## config.mk

```make
export PLATFORM = sky130hd
export DESIGN_NAME = nip_window_former_flat
export DESIGN_NICKNAME = d
export VERILOG_FILES = /design/src/rtl/nip_window_former_if.sv /design/src/rtl/nip_window_former.sv /design/src/flat_wrapper.sv
export SDC_FILE = /design/constraint.sdc
export NUM_CORES = 1
export LEC_CHECK = 0
export CAP_MARGIN = 20
export CORE_MARGIN = 4
export CORE_UTILIZATION = 35
export CTS_CLUSTER_SIZE = 30
export DETAILED_ROUTE_END_ITERATION = 6
export GPL_ROUTABILITY_DRIVEN = 0
export PLACE_DENSITY = 0.68
export SYNTH_ARGS = -nofsm -noshare
export SYNTH_HDL_FRONTEND = slang
export SYNTH_SLANG_ARGS = --single-unit
```

## constraint.sdc

```tcl
create_clock -name clk -period 1.8 [get_ports clk]
set_clock_uncertainty 0.1 [all_clocks]
set_input_delay 0.27 -clock clk [delete_from_list [all_inputs] [get_ports clk]]
set_output_delay 0.27 -clock clk [all_outputs]
set_load 0.02 [all_outputs]
```

## src/rtl/nip_window_former_if.sv

```systemverilog
// Bus bundle for nip_window_former: row-buffer read beats in, 3x3 windows and status out.
interface nip_window_former_if #(
   parameter int PIX_W   = 8,
   parameter int NUM_RB  = 4,
   parameter int STEER_W = 2
);
   logic [NUM_RB*PIX_W-1:0] rb_data;
   logic [STEER_W-1:0]      steer;
   logic                    steer_en;
   logic                    in_ready;
   logic [9*PIX_W-1:0]      win;
   logic                    win_valid;
   logic                    row_done;
   logic                    frame_done;
   logic                    drop_err;

   modport master (
      output rb_data, steer, steer_en,
      input  in_ready, win, win_valid, row_done, frame_done, drop_err
   );

   modport slave (
      input  rb_data, steer, steer_en,
      output in_ready, win, win_valid, row_done, frame_done, drop_err
   );
endinterface

```

## src/rtl/nip_window_former.sv

```systemverilog
// Restores image row order from the row-buffer read port and shifts columns into 3x3 windows.
// Define NIP_BORDER_ZERO_EN for horizontal zero padding (IMG_W windows per output row).
module nip_window_former #(
   parameter int PIX_W   = 8,
   parameter int IMG_W   = 64,
   parameter int IMG_H   = 64,
   parameter int NUM_RB  = 4,
   parameter int STEER_W = 2
) (
   input  logic               clk,
   input  logic               rst_n,
   input  logic               start,
   nip_window_former_if.slave bus
);
   localparam int COL_W = $clog2(IMG_W);
   localparam int ROW_W = (IMG_H > 3) ? $clog2(IMG_H - 2) : 1;
   localparam int WIN_W = 9 * PIX_W;
   localparam logic [COL_W-1:0] COL_ONE  = COL_W'(1);
   localparam logic [COL_W-1:0] COL_LAST = COL_W'(IMG_W - 1);
   localparam logic [ROW_W-1:0] ROW_LAST = ROW_W'(IMG_H - 3);

   typedef enum logic [2:0] {
      S_IDLE   = 3'd0,
      S_FILL   = 3'd1,
      S_STREAM = 3'd2,
      S_FLUSH  = 3'd3,
      S_DONE   = 3'd4
   } state_t;

   state_t             state_r;
   state_t             state_nx_s;
   logic [COL_W-1:0]   col_r;
   logic [ROW_W-1:0]   orow_r;
   logic [WIN_W-1:0]   sh_r;
   logic [WIN_W-1:0]   sh_shift_s;
   logic [WIN_W-1:0]   win_r;
   logic               in_ready_r;
   logic               win_valid_r;
   logic               row_done_r;
   logic               frame_done_r;
   logic               drop_err_r;
   logic               accept_s;
   logic               drop_s;
   logic               emit_s;
   logic               row_end_s;
   logic               frame_end_s;
   logic               flush_s;
   logic               clr_sh_s;
   logic               col_adv_s;
   logic               orow_adv_s;
   logic               orow_clr_s;
   logic [PIX_W-1:0]   rb_arr_s [NUM_RB];
   logic [STEER_W-1:0] top_idx_s;
   logic [STEER_W-1:0] mid_idx_s;
   logic [STEER_W-1:0] bot_idx_s;

   function automatic logic [WIN_W-1:0] shift_col(
      input logic [WIN_W-1:0] cur,
      input logic [PIX_W-1:0] top,
      input logic [PIX_W-1:0] mid,
      input logic [PIX_W-1:0] bot
   );
      logic [WIN_W-1:0] nx;
      nx = cur;
      for (int r = 0; r < 3; r++) begin
         nx[(r*3+0)*PIX_W +: PIX_W] = cur[(r*3+1)*PIX_W +: PIX_W];
         nx[(r*3+1)*PIX_W +: PIX_W] = cur[(r*3+2)*PIX_W +: PIX_W];
      end
      nx[2*PIX_W +: PIX_W] = top;
      nx[5*PIX_W +: PIX_W] = mid;
      nx[8*PIX_W +: PIX_W] = bot;
      return nx;
   endfunction

   for (genvar g = 0; g < NUM_RB; g++) begin : g_rb
      assign rb_arr_s[g] = bus.rb_data[g*PIX_W +: PIX_W];
   end

   // The buffer after the one being written is the oldest row, i.e. the window's top row.
   assign top_idx_s = bus.steer + STEER_W'(1);
   assign mid_idx_s = bus.steer + STEER_W'(2);
   assign bot_idx_s = bus.steer + STEER_W'(3);

   assign sh_shift_s = flush_s ? shift_col(sh_r, {PIX_W{1'b0}}, {PIX_W{1'b0}}, {PIX_W{1'b0}})
                               : shift_col(sh_r, rb_arr_s[top_idx_s], rb_arr_s[mid_idx_s],
                                           rb_arr_s[bot_idx_s]);

   assign accept_s = bus.steer_en & in_ready_r;
   assign drop_s   = bus.steer_en & ~in_ready_r;

   // State register; start returns to idle ahead of any beat.
   always_ff @(posedge clk or negedge rst_n) begin
      if (!rst_n) begin
         state_r <= S_IDLE;
      end else if (start) begin
         state_r <= S_IDLE;
      end else begin
         state_r <= state_nx_s;
      end
   end

   // Next-state and datapath control decode.
   always_comb begin
      state_nx_s  = state_r;
      emit_s      = 1'b0;
      row_end_s   = 1'b0;
      frame_end_s = 1'b0;
      flush_s     = 1'b0;
      clr_sh_s    = 1'b0;
      col_adv_s   = 1'b0;
      orow_adv_s  = 1'b0;
      orow_clr_s  = 1'b0;
      case (state_r)
         S_IDLE: begin
            if (accept_s) begin
               col_adv_s  = 1'b1;
               state_nx_s = S_FILL;
            end else begin
               state_nx_s = S_IDLE;
            end
         end
         S_FILL: begin
            if (accept_s) begin
               col_adv_s = 1'b1;
               if (col_r == COL_ONE) begin
                  state_nx_s = S_STREAM;
`ifdef NIP_BORDER_ZERO_EN
                  // Column-0 window {0, p0, p1} is complete once column 1 arrives.
                  emit_s = 1'b1;
`endif
               end else begin
                  state_nx_s = S_FILL;
               end
            end else begin
               state_nx_s = S_FILL;
            end
         end
         S_STREAM: begin
            if (accept_s) begin
               col_adv_s = 1'b1;
               emit_s    = 1'b1;
               if (col_r == COL_LAST) begin
`ifdef NIP_BORDER_ZERO_EN
                  state_nx_s = S_FLUSH;
`else
                  row_end_s = 1'b1;
                  if (orow_r == ROW_LAST) begin
                     state_nx_s = S_DONE;
                  end else begin
                     orow_adv_s = 1'b1;
                     state_nx_s = S_FILL;
                  end
`endif
               end else begin
                  state_nx_s = S_STREAM;
               end
            end else begin
               state_nx_s = S_STREAM;
            end
         end
         S_FLUSH: begin
            // Shift in a zero column for the right-edge window, then clear for the next row.
            flush_s   = 1'b1;
            emit_s    = 1'b1;
            row_end_s = 1'b1;
            clr_sh_s  = 1'b1;
            if (orow_r == ROW_LAST) begin
               state_nx_s = S_DONE;
            end else begin
               orow_adv_s = 1'b1;
               state_nx_s = S_FILL;
            end
         end
         S_DONE: begin
            frame_end_s = 1'b1;
            orow_clr_s  = 1'b1;
            clr_sh_s    = 1'b1;
            state_nx_s  = S_IDLE;
         end
         default: begin
            state_nx_s = S_IDLE;
         end
      endcase
   end

   // Counters, shift register, sticky drop flag and registered outputs.
   always_ff @(posedge clk or negedge rst_n) begin
      if (!rst_n) begin
         col_r        <= {COL_W{1'b0}};
         orow_r       <= {ROW_W{1'b0}};
         sh_r         <= {WIN_W{1'b0}};
         win_r        <= {WIN_W{1'b0}};
         in_ready_r   <= 1'b0;
         win_valid_r  <= 1'b0;
         row_done_r   <= 1'b0;
         frame_done_r <= 1'b0;
         drop_err_r   <= 1'b0;
      end else if (start) begin
         col_r        <= {COL_W{1'b0}};
         orow_r       <= {ROW_W{1'b0}};
         sh_r         <= {WIN_W{1'b0}};
         win_r        <= {WIN_W{1'b0}};
         in_ready_r   <= 1'b1;
         win_valid_r  <= 1'b0;
         row_done_r   <= 1'b0;
         frame_done_r <= 1'b0;
         drop_err_r   <= 1'b0;
      end else begin
         if (clr_sh_s) begin
            sh_r <= {WIN_W{1'b0}};
         end else if (accept_s) begin
            sh_r <= sh_shift_s;
         end
         if (col_adv_s) begin
            col_r <= (col_r == COL_LAST) ? {COL_W{1'b0}} : col_r + COL_W'(1);
         end
         if (orow_clr_s) begin
            orow_r <= {ROW_W{1'b0}};
         end else if (orow_adv_s) begin
            orow_r <= orow_r + ROW_W'(1);
         end
         if (emit_s) begin
            win_r <= sh_shift_s;
         end
         win_valid_r  <= emit_s;
         row_done_r   <= row_end_s;
         frame_done_r <= frame_end_s;
         in_ready_r   <= (state_nx_s != S_FLUSH) && (state_nx_s != S_DONE);
         drop_err_r   <= drop_err_r | drop_s;
      end
   end

   assign bus.in_ready   = in_ready_r;
   assign bus.win        = win_r;
   assign bus.win_valid  = win_valid_r;
   assign bus.row_done   = row_done_r;
   assign bus.frame_done = frame_done_r;
   assign bus.drop_err   = drop_err_r;
endmodule

```

## src/flat_wrapper.sv

```systemverilog
// flat-port wrapper written by rule: the top's interface ports become plain ports
module nip_window_former_flat 
#(
   parameter int PIX_W   = 8,
   parameter int IMG_W   = 64,
   parameter int IMG_H   = 64,
   parameter int NUM_RB  = 4,
   parameter int STEER_W = 2
)
  (clk, rst_n, start, bus_rb_data, bus_steer, bus_steer_en, bus_in_ready, bus_win, bus_win_valid, bus_row_done, bus_frame_done, bus_drop_err);
  nip_window_former_if #(.PIX_W(PIX_W), .NUM_RB(NUM_RB), .STEER_W(STEER_W)) bus_i ();
  input  logic clk;
  input  logic rst_n;
  input  logic start;
  input wire logic [$bits(bus_i.rb_data)-1:0] bus_rb_data;
  input wire logic [$bits(bus_i.steer)-1:0] bus_steer;
  input wire logic [$bits(bus_i.steer_en)-1:0] bus_steer_en;
  output wire logic [$bits(bus_i.in_ready)-1:0] bus_in_ready;
  output wire logic [$bits(bus_i.win)-1:0] bus_win;
  output wire logic [$bits(bus_i.win_valid)-1:0] bus_win_valid;
  output wire logic [$bits(bus_i.row_done)-1:0] bus_row_done;
  output wire logic [$bits(bus_i.frame_done)-1:0] bus_frame_done;
  output wire logic [$bits(bus_i.drop_err)-1:0] bus_drop_err;
  assign bus_i.rb_data = bus_rb_data;
  assign bus_i.steer = bus_steer;
  assign bus_i.steer_en = bus_steer_en;
  assign bus_in_ready = bus_i.in_ready;
  assign bus_win = bus_i.win;
  assign bus_win_valid = bus_i.win_valid;
  assign bus_row_done = bus_i.row_done;
  assign bus_frame_done = bus_i.frame_done;
  assign bus_drop_err = bus_i.drop_err;
  nip_window_former #(.PIX_W(PIX_W), .IMG_W(IMG_W), .IMG_H(IMG_H), .NUM_RB(NUM_RB), .STEER_W(STEER_W)) u_core (.clk(clk), .rst_n(rst_n), .start(start), .bus(bus_i));
endmodule
```

==> reports/qor.tcl <==
set qor(setup.worst_path.class) {flop to output pin}
set qor(clock-root-buffer) {sky130_fd_sc_hd__clkbuf_16}
set qor(leakage_nw) 4.131
set qor(pwrdens_nw_per_um2) 866.6
set qor(vdd_ir_drop_max_mv) 0.6999
set qor(synth.avg_cell_area_sq_um) 11.81
set qor(global_route.usage.met3) 0.04288
set qor(dieArea_sq_um) 19440
set qor(postRouteWirelength_mm) 16.58
set qor(power.share.switching) 0.2397
set qor(gr-usage-met2) 0.2646
set qor(yosys_warning_total) 0
set qor(routed_wire_length_per_instance_um) 18.97
set qor(seq_pwr_share) 0.456
set qor(synth_seq_cells) 140
set qor(synth_seq_area_share) 0.5794
set qor(ys_types) 42
set qor(synth_top_family_by_area) {compound AO/OA/AOI/OAI gates}
set qor(critical_path_arrival_ps) 1400
set qor(cts_tree) {yes}
set qor(final-max-slew-violation-count) 0
set qor(mappedNetlistNets) 554
set qor(finalSetupViolCount) 0
set qor(place.detailed.instances) 842
set qor(rr_worst_depth) 5
set qor(cp-start-kind) {flop}
set qor(critPathSlowestCell) {sky130_fd_sc_hd__clkdlybuf4s50_1}
set qor(drive_above_1_share) 0.1560
set qor(max_slew.worst_pin.slew_ps) 436.0
set qor(synth_edf_count) 0
set qor(cp_capture_type) {output pin}
set qor(finalHoldViolCount) 0
set qor(final_cell_area_sq_um) 8312
set qor(antenna_found_initial) 0
set qor(postCtsSetupBuffers) 0
set qor(tns_ps) 0
set qor(asyncSetResetFlopFracSynth) 1.000
set qor(minimum_period_implied_by_the_final_worst_setup_slack_ps) 1774
set qor(mappedNetlistArea_sq_um) 6047
set qor(globalRouteOverflowTotal) 0
set qor(hold_class) {input port to asynchronous set/reset pin}
set qor(clock_power_share) 0.452
set qor(synth.mux.area_fraction) 0.09270
set qor(clock_tree.htree_level_count) 4
set qor(clock_path_buffers) 2
set qor(drtIter0Drc) 330
set qor(endpoint_of_the_lowest_slack_register_to_register_path) {u_core.orow_r[5]}
set qor(minimum_hold_slack_ps) 237.0
set qor(totalPowerFinal_mw) 7.203
set qor(grt_pass1_wl_mm) 26.91
set qor(n_antenna_cell) 0
set qor(slowest_delay_ps) 620
set qor(globalRouteMet1Util) 0.2376
set qor(cap_viol_max_count) 0
set qor(grt_usage) 0.1732
set qor(nets) 684
set qor(filler_cell_count) 1460
set qor(tritoncts_num_sinks) 140
set qor(synthSimpleGateAreaFrac) 0.1132
set qor(grt_max_degree) 49
set qor(gr_busiest_metal) {met2}
set qor(first_global_vias) 4862
set qor(power_frac_comb) 0.092
set qor(initial_utilization) 0.3608
set qor(fmax_mhz) 563.6
set qor(cts_buffers) 17
set qor(cts.reportedPaths.clkPinSlew_ps) 60
set qor(detailed_route_via_count) 4761
set qor(status) {completed}
set qor(timing.critical_path.cells) {clkdlybuf4s50_1}
set qor(num_rows) 47
set qor(drc_errors) 0
set qor(first_pass_iters) 6
set qor(most_common_cell_after_layout_fill_and_taps_aside) {sky130_fd_sc_hd__dfrtp_1}
set qor(ioPinCount) 115
set qor(synthesis.instances) 512
set qor(timing.critical_path.required_ps) 1430
set qor(cp_bufs_invs) 1
set qor(slew-limit-headroom) 0.7093
set qor(p_int_mw) 5.477
set qor(antenna_violating_nets_post_route) 0
set qor(avgViaCountPerCell) 5.447
set qor(final_cells) 874
set qor(port_buffers) 114
set qor(post_synth_fa_ha_maj_area_fraction) 0.008276
set qor(grt_setup_unrepaired) {true}
set qor(clk_latency_ps) 420
set qor(startpoint_of_the_lowest_slack_register_to_register_path) {u_core.orow_r[0]}
set qor(area_fraction_in_compound_gates_after_synthesis) 0.1682
set qor(timing.reg2reg.setup_slack_ps) 70
set qor(switching_power_mw) 1.726
set qor(die_w_um) 139.4
set qor(critical_path.max_fanout) 2
set qor(synth_xor_area_frac) 0.002897
set qor(post-route-worst-setup-slack_ps) 25.72
set qor(dp.final_hpwl_mm) 12.15
set qor(dp_worst_setup_slack_ps) -202.4
set qor(die_height_um) 139.4
set qor(mostFrequentLayoutCells) {sky130_fd_sc_hd__dfrtp_1 (140), sky130_fd_sc_hd__nand2_1 (107), sky130_fd_sc_hd__a22o_1 (72), sky130_fd_sc_hd__clkdlybuf4s50_1 (64), sky130_fd_sc_hd__a21oi_1 (53)}
set qor(dpl_cell_area_sq_um) 7706
set qor(critical-path-top-delay-family) {buffers and inverters}
set qor(yosys_most_used_dff) {sky130_fd_sc_hd__dfrtp_1}
set qor(core_area_sq_um) 16760
set qor(syn_to_final_growth_pct) 37.45
set qor(fin_crit_sh) 0.9857
set qor(final_core_utilization) 0.4959
[layout make-up]
cell class              count  area [sq um]  share of cell area
well taps                 220         275.3             0.03312
clock buffers              20         456.7             0.05495
flip-flops and latches    140          3503              0.4215
multi-input cells         328          2369              0.2850
repair buffers            152          1602              0.1927
inverters                   3         11.26            0.001355
clock inverters            11         95.09             0.01144
[per-layer routing]
layer / wire length [um] / vias up
li1: - / 2139
met1: 7188 / 2362
met2: 7695 / 231
met3: 1191 / 29
met4: 506 / 0
met5: 0 / -
[how the worst max path moves through the flow]
stage                   startpoint                  to  slack [ps]  cells past startpoint
2_1_floorplan  u_core.bus.in_ready  u_core.bus.win[37]          30                      7
3_3_place_gp          bus_steer[0]  u_core.bus.win[45]        -190                      4
3_5_place_dp          bus_steer[0]     u_core.sh_r[47]        -200                      5
4_1_cts         u_core.bus.win[28]         bus_win[28]           1                      1
5_1_grt           u_core.orow_r[0]    u_core.orow_r[5]         -10                      5
6_report        u_core.bus.win[14]         bus_win[14]          30                      1
[registers in the layout, summed over array words and instances (netlist names)]
| name | count |
|---|---|
| u_core.col_r | 6 |
| u_core.bus.frame_done | 1 |
| u_core.bus.drop_err | 1 |
| u_core.bus.row_done | 1 |
| u_core.bus.win_valid | 1 |
| u_core.sh_r | 48 |
| u_core.orow_r | 6 |
| u_core.state_r | 3 |
| u_core.bus.win | 72 |
| u_core.bus.in_ready | 1 |
[kinds of logic after synthesis]
group | Yosys count
compound gates | 141
mux | 26
fa+ha+maj | 4
simple gates | 155
xor+xnor | 2
flops | 140
buf+inv | 44
[cell usage after synthesis (all sizes together), types with 3 or more instances]
cell type,instances,area [sq um]
and2,5,31.28
nand2,107,401.6
nand4,3,18.77
ha,4,50.05
or3,6,37.54
nor2,10,37.54
a22o,72,630.6
mux4,24,540.5
inv,3,11.26
buf,24,138.9
dfrtp,140,3503
nand3,6,30.03
a21oi,54,270.3
clkbuf,17,63.81
nor3,5,30.03
[power groups by stage]
stage / combinational [mW] / clock, mW / sequential (mW)
after floorplan: 0.322 / 0 / 3.32
after global placement: 0.649 / 0 / 3.33
after detailed placement: 0.669 / 0 / 3.34
after CTS: 0.672 / 3.31 / 3.28
after global routing: 0.730 / 3.46 / 3.29
final: 0.666 / 3.26 / 3.28
[repair_timing]
| action | CTS | global route |
|---|---|---|
| resized for setup | 28 | 27 |
| setup endpoints to repair | 29 | 28 |
| hold buffers | 1 | 0 |
| endpoints found under the hold margin | 39 | 0 |
Power figures use the tool's default switching activity.
